[src/rtl/mkio_receiver.sv]
// mkio_receiver: Manchester word receiver for an MKIO / MIL-STD-1553-style link.
// Frames a 40-half-bit word (6 sync, 32 data, 2 parity), recovers the
// command/data flag from the sync polarity, checks line validity, Manchester
// coding and odd parity, and emits one rdy_rcv or err_rcv pulse per word.
//
// Ports:
//   clk       system clock
//   reset     asynchronous, active-high reset
//   DI1, DI0  line pair (positive / negative leg), asynchronous to clk
//   data_rcv  last good 16-bit word, loaded with rdy_rcv
//   cd_rcv    1 = command/status sync, 0 = data sync, loaded with rdy_rcv
//   rdy_rcv   one-cycle pulse: good word on data_rcv/cd_rcv
//   err_rcv   one-cycle pulse: word rejected
//   err_code  0 sync, 1 Manchester, 2 parity, 3 line invalid; loaded with err_rcv
//   busy_rcv  high from word start until the FSM is back in IDLE
module mkio_receiver #(
    parameter int unsigned HALF_BIT_CLKS = 8
) (
    input  logic        clk,
    input  logic        reset,
    input  logic        DI1,
    input  logic        DI0,
    output logic [15:0] data_rcv,
    output logic        cd_rcv,
    output logic        rdy_rcv,
    output logic        err_rcv,
    output logic [1:0]  err_code,
    output logic        busy_rcv
);

    localparam int unsigned CNT_W  = $clog2(HALF_BIT_CLKS);
    localparam int unsigned IDLE_W = $clog2(2 * HALF_BIT_CLKS);
    localparam int unsigned H_W    = 6;

    localparam logic [CNT_W-1:0]  CNT_MID   = CNT_W'(HALF_BIT_CLKS / 2);
    localparam logic [CNT_W-1:0]  CNT_LAST  = CNT_W'(HALF_BIT_CLKS - 1);
    localparam logic [IDLE_W-1:0] IDLE_LAST = IDLE_W'(2 * HALF_BIT_CLKS - 1);

    localparam logic [1:0] ERR_SYNC = 2'd0;
    localparam logic [1:0] ERR_MAN  = 2'd1;
    localparam logic [1:0] ERR_PAR  = 2'd2;
    localparam logic [1:0] ERR_LINE = 2'd3;

    // Half-bit clock count must be even (mid-sample point) and at least 4.
    if ((HALF_BIT_CLKS < 4) || ((HALF_BIT_CLKS % 2) != 0)) begin : g_param_check
        $error("mkio_receiver: HALF_BIT_CLKS must be even and >= 4");
    end

    typedef enum logic [1:0] {
        ST_IDLE    = 2'd0,
        ST_RX      = 2'd1,
        ST_TAIL    = 2'd2,
        ST_RECOVER = 2'd3
    } state_t;

    // Synchronizer stages
    logic d1_meta, d0_meta;
    logic s1, s0;

    // FSM and datapath registers
    state_t            state,     state_n;
    logic [CNT_W-1:0]  cnt,       cnt_n;
    logic [H_W-1:0]    hb,        hb_n;
    logic [IDLE_W-1:0] idle_cnt,  idle_cnt_n;
    logic              first,     first_n;
    logic              prev_lvl,  prev_lvl_n;
    logic [15:0]       shift,     shift_n;

    // Next values of the registered outputs
    logic [15:0] data_rcv_n;
    logic        cd_rcv_n;
    logic        rdy_rcv_n;
    logic        err_rcv_n;
    logic [1:0]  err_code_n;
    logic        busy_rcv_n;

    // Combinational helpers
    logic       line_active;
    logic       line_idle;
    logic       sample;
    logic       fail;
    logic [1:0] fail_code;

    // Two-flop synchronizer per line leg
    always_ff @(posedge clk or posedge reset) begin
        if (reset) begin
            d1_meta <= 1'b0;
            d0_meta <= 1'b0;
            s1      <= 1'b0;
            s0      <= 1'b0;
        end else begin
            d1_meta <= DI1;
            d0_meta <= DI0;
            s1      <= d1_meta;
            s0      <= d0_meta;
        end
    end

    // State and output registers
    always_ff @(posedge clk or posedge reset) begin
        if (reset) begin
            state    <= ST_IDLE;
            cnt      <= '0;
            hb       <= '0;
            idle_cnt <= '0;
            first    <= 1'b0;
            prev_lvl <= 1'b0;
            shift    <= '0;
            data_rcv <= '0;
            cd_rcv   <= 1'b0;
            rdy_rcv  <= 1'b0;
            err_rcv  <= 1'b0;
            err_code <= '0;
            busy_rcv <= 1'b0;
        end else begin
            state    <= state_n;
            cnt      <= cnt_n;
            hb       <= hb_n;
            idle_cnt <= idle_cnt_n;
            first    <= first_n;
            prev_lvl <= prev_lvl_n;
            shift    <= shift_n;
            data_rcv <= data_rcv_n;
            cd_rcv   <= cd_rcv_n;
            rdy_rcv  <= rdy_rcv_n;
            err_rcv  <= err_rcv_n;
            err_code <= err_code_n;
            busy_rcv <= busy_rcv_n;
        end
    end

    assign line_active = s1 ^ s0;
    assign line_idle   = ~s1 & ~s0;
    assign sample      = (cnt == CNT_MID);

    // Next-state and output logic
    always_comb begin
        state_n    = state;
        cnt_n      = cnt;
        hb_n       = hb;
        idle_cnt_n = idle_cnt;
        first_n    = first;
        prev_lvl_n = prev_lvl;
        shift_n    = shift;
        data_rcv_n = data_rcv;
        cd_rcv_n   = cd_rcv;
        rdy_rcv_n  = 1'b0;
        err_rcv_n  = 1'b0;
        err_code_n = err_code;
        busy_rcv_n = busy_rcv;
        fail       = 1'b0;
        fail_code  = ERR_LINE;

        unique case (state)
            ST_IDLE: begin
                // The first active cycle is cnt=0 of half-bit 0.
                if (line_active) begin
                    state_n    = ST_RX;
                    cnt_n      = CNT_W'(1);
                    hb_n       = '0;
                    first_n    = s1;
                    busy_rcv_n = 1'b1;
                end
            end

            ST_RX: begin
                if (cnt == CNT_LAST) begin
                    cnt_n = '0;
                    hb_n  = hb + H_W'(1);
                end else begin
                    cnt_n = cnt + CNT_W'(1);
                end

                if (sample) begin
                    if (!line_active) begin
                        fail      = 1'b1;
                        fail_code = ERR_LINE;
                    end else if (hb < H_W'(3)) begin
                        if (s1 != first) begin
                            fail      = 1'b1;
                            fail_code = ERR_SYNC;
                        end
                    end else if (hb < H_W'(6)) begin
                        if (s1 == first) begin
                            fail      = 1'b1;
                            fail_code = ERR_SYNC;
                        end
                    end else if (hb < H_W'(38)) begin
                        // Even half-bit carries the data level, odd one its complement.
                        if (!hb[0]) begin
                            shift_n    = {shift[14:0], s1};
                            prev_lvl_n = s1;
                        end else if (s1 == prev_lvl) begin
                            fail      = 1'b1;
                            fail_code = ERR_MAN;
                        end
                    end else if (hb == H_W'(38)) begin
                        prev_lvl_n = s1;
                    end else begin
                        // Half-bit 39: prev_lvl holds the parity bit.
                        if (s1 == prev_lvl) begin
                            fail      = 1'b1;
                            fail_code = ERR_MAN;
                        end else if (!(^{shift, prev_lvl})) begin
                            fail      = 1'b1;
                            fail_code = ERR_PAR;
                        end else begin
                            data_rcv_n = shift;
                            cd_rcv_n   = ~first;
                            rdy_rcv_n  = 1'b1;
                            state_n    = ST_TAIL;
                        end
                    end
                end

                if (fail) begin
                    err_rcv_n  = 1'b1;
                    err_code_n = fail_code;
                    idle_cnt_n = '0;
                    state_n    = ST_RECOVER;
                end
            end

            ST_TAIL: begin
                // Let the last half-bit run out before accepting a new word.
                if (cnt == CNT_LAST) begin
                    cnt_n      = '0;
                    state_n    = ST_IDLE;
                    busy_rcv_n = 1'b0;
                end else begin
                    cnt_n = cnt + CNT_W'(1);
                end
            end

            ST_RECOVER: begin
                // Require a run of idle cycles so the rest of a bad word is ignored.
                if (line_idle) begin
                    if (idle_cnt == IDLE_LAST) begin
                        idle_cnt_n = '0;
                        state_n    = ST_IDLE;
                        busy_rcv_n = 1'b0;
                    end else begin
                        idle_cnt_n = idle_cnt + IDLE_W'(1);
                    end
                end else begin
                    idle_cnt_n = '0;
                end
            end

            default: begin
                state_n = ST_IDLE;
            end
        endcase
    end

endmodule

[config.mk]
export PLATFORM = sky130hd
export DESIGN_NAME = mkio_receiver
export DESIGN_NICKNAME = d
export VERILOG_FILES = /design/src/rtl/mkio_receiver.sv
export SDC_FILE = /design/constraint.sdc
export NUM_CORES = 1
export LEC_CHECK = 0
export ABC_CLOCK_PERIOD_IN_PS = 2700
export CORE_MARGIN = 3
export CORE_UTILIZATION = 57
export CTS_BUF_LIST = sky130_fd_sc_hd__clkbuf_8 sky130_fd_sc_hd__clkbuf_16
export DETAILED_ROUTE_END_ITERATION = 7
export GPL_TIMING_DRIVEN = 0
export PLACE_DENSITY_LB_ADDON = 0.25
export SYNTH_ARGS = -nofsm -noshare
export SYNTH_HDL_FRONTEND = slang
export SYNTH_SLANG_ARGS = --single-unit
[constraint.sdc]
create_clock -name clk -period 2.7 [get_ports clk]
set_input_delay 0.81 -clock clk [delete_from_list [all_inputs] [get_ports clk]]
set_output_delay 0.81 -clock clk [all_outputs]
set_load 0.05 [all_outputs]
==> results.yml <==
run_status:
  status: "finished clean"
timing:
  setup_slack_ns: 0.206
  finalMaxSlewViolations: 0
  fin_crit_sh: 0.924
  worst_pin_slew_ns: 0.513
  setup-tns-final_ns: 0
  clock.fmax_ghz: 0.401
  max-slew-margin-rel: 0.657
  rsz0062_at_grt: "no"
  fin_crit_ns: 2.49
  finalSetupViolations: 0
  worst_clock_skew_ns: 0.00890
  hold_viol_final: 0
layout:
  fin_cells: 359
  drive_gt1_frac: 0.182
  areaGrowthSynthToFinish_pct: 18.8
  fin_nets: 305
  finalCoreUtilization: 0.721
  antennaDiodeCount: 0
  stdcell_area_um2: 3500
  fill_cells: 352
synth:
  synth_area_um2: 2940
  synthArstFlopShare: 1.00
  synthTopCellsByCount: "dfrtp_1 (59), mux2_2 (24), nand2_1 (22), inv_1 (16), o21ai_0 (15)"
  syn_inst: 251
  ys_warn_count: 0
  ys_types: 50
  synth_top_cell_area_share: 0.502
  yosysMostFrequentCell: "dfrtp_1"
  ys_seq_area_frac: 0.502
  syn_nets: 267
  synth_top_area_cell: "dfrtp_1"
  synth_seq_cells: 59
  yosys-top-cells-area: "dfrtp_1 (50%), mux2_2 (9.2%), ha_1 (5.1%), xnor2_1 (3.9%), mux2_1 (3.1%)"
  synth_edf_count: 0
  synth_ff_type: "dfrtp_1"
  syn_area_per_cell_um2: 11.7
setup_path:
  crit_top_cell: "xnor2_1"
  crit_buf_inv: 1
  cp.arrival_ns: 2.71
  critPathLaunchType: "flip-flop"
  path_cells: "xnor2_1 > xnor2_2 > xnor3_1 > xnor2_1 > nand2_1 > nor2_4 > buf_4 > mux2_2"
  cp-end-kind: "flip-flop"
  cpMaxStageDelayCell: "dfrtp_1"
  path_max_fanout: 7
  cp_data_required_time_ns: 2.91
  critPathMaxStageDelay_ns: 0.42
  path_class: "reg -> reg"
  cp_top_family: "XOR/XNOR gates"
clock_network:
  cts.clk_slew.worst_paths_ns: 0.06
  clock_latency_ns: 0.33
  cts_root_buf: "clkbuf_8"
  cts_sinks: 59
  clock_path_buffers: 2
  h-tree-depth: 3
  cts_tree: "done"
  numCtsBuffers: 9
power:
  cellPowerDensity_nw_per_um2: 752
  leakage_nw: 1.67
  p_clk_frac: 0.287
  switchingPower_w: 0.000913
  power_frac_seq: 0.411
  sw_frac_of_total: 0.347
  combPwrFrac: 0.302
  worst_ir_drop_vdd_v: 0.000596
  p_int_w: 0.00172
grt:
  antenna_found_initial: 0
  overflow: 0
  grt_max_degree: 45
  grt_pass1_wl_um: 9600
  grt_pass1_vias: 2083
  grt_usage: 0.202
detailed_routing:
  dr.pass1.iters: 4
  vias_per_cell: 5.47
  drt-initial-drc-count: 90
  drc: 0
  vias: 1965
  wl_per_cell_um: 15.0
  antenna_left: 0
  finalWirelength_um: 5380
floorplanning:
  die_h_um: 77.9
  die_area_um2: 6060
  fp-row-count: 25
  coreArea_um2: 4850
  initial_core_util: 0.607
  die_x_um: 77.9
  io_pins: 26
placed_design:
  dpl.hpwl_um: 3850
  port_buffers: 25
  gp_congestion: 0.884
  place_inst: 344
  pre_cts_slack_ns: 0.0863
  dpl_cell_area_um2: 3300
job:
  max_cap_violations: 0
worst_hold_path:
  min_path_type: "reg -> reg"
[registers in the layout, summed over array words and instances, names as in the netlist]
| signal | count |
|---|---|
| busy_rcv | 1 |
| state | 2 |
| s1 | 1 |
| rdy_rcv | 1 |
| err_rcv | 1 |
| err_code | 2 |
| first | 1 |
| d0_meta | 1 |
| shift | 16 |
| data_rcv | 16 |
| hb | 6 |
| idle_cnt | 4 |
| s0 | 1 |
| d1_meta | 1 |
| cnt | 3 |
| cd_rcv | 1 |
| prev_lvl | 1 |
[power by group through the flow]
stage | Combinational, W | Sequential, W | Clock (W)
2_1_floorplan | 0.000505 | 0.00116 | 0
3_3_place_gp | 0.000738 | 0.00109 | 0
3_5_place_dp | 0.000771 | 0.00109 | 0
4_1_cts | 0.000781 | 0.00108 | 0.000773
5_1_grt | 0.000885 | 0.00110 | 0.000816
6_report | 0.000794 | 0.00108 | 0.000755
[worst paths after layout]
check                                from          end  slack (ns)  depth (start not counted)
worst max register to register  shift[13]  data_rcv[2]        0.21                          8
worst min register to register    d1_meta           s1        0.35                          0
worst min-delay path              d1_meta           s1        0.35                          0
min in group asynchronous           reset  data_rcv[9]        0.77                          2
max in group asynchronous           reset     prev_lvl        1.38                          3
worst max-delay path            shift[13]  data_rcv[2]        0.21                          8
[final cells by class]
type,count,area [um2],area share
plain buffers,6,33.8,0.00966
clock buffers,10,138,0.0394
clock inverters,4,43.8,0.0125
inverters,16,60.1,0.0172
multi-input cells,169,1380,0.394
flip-flops and latches,59,1480,0.422
well taps,67,83.8,0.0240
repair buffers,28,285,0.0816
[layer usage]
metal / GRT usage / vias to the layer above / part of all wire / routed length, um
met5: 0 / - / 0 / 0
met3: 0.0348 / 10 / 0.035 / 188
li1: - / 958 / - / -
met2: 0.326 / 37 / 0.48 / 2600
met1: 0.262 / 960 / 0.47 / 2510
met4: 0.101 / 0 / 0.015 / 78
[cell families (layout without fill, tap and decap cells)]
logic type                 Yosys count  after routing  synth area share
AOI/OAI and AO/OA                   46             46             0.113
xor gates and xnor gates            22             22            0.0774
adders and majority gates           13             13            0.0544
buffers and inverters               23             64            0.0332
DFF                                 59             59             0.502
muxes                               34             34             0.131
and+or+nand+nor                     54             54            0.0901
[what timing repair did]
action	CTS	global route
endpoints found under the setup margin	0	17
hold buffers	0	0
resized for setup	0	1
setup buffers	0	2
[layout by cell type (no fill, tap or decap), drive strengths merged, types with 12 or more instances in the layout]
master,n
clkbuf,12
inv,17
mux2,32
nand2,22
clkdlybuf4s50,25
xnor2,14
o21ai,16
dfrtp,59
nor2,12
ha,12
[metrics by stage]
| stage | total power, W | hold slack (ns) |
|---|---|---|
| after CTS | 0.00263 | 0.349 |
| after detailed placement | 0.00187 | 0.336 |
| after global routing | 0.00280 | 0.362 |
| after global placement | 0.00183 | 0.332 |
| final | 0.00263 | 0.349 |
| after floorplan | 0.00166 | 0.331 |
Note: power is estimated with default switching activity, not from simulation.
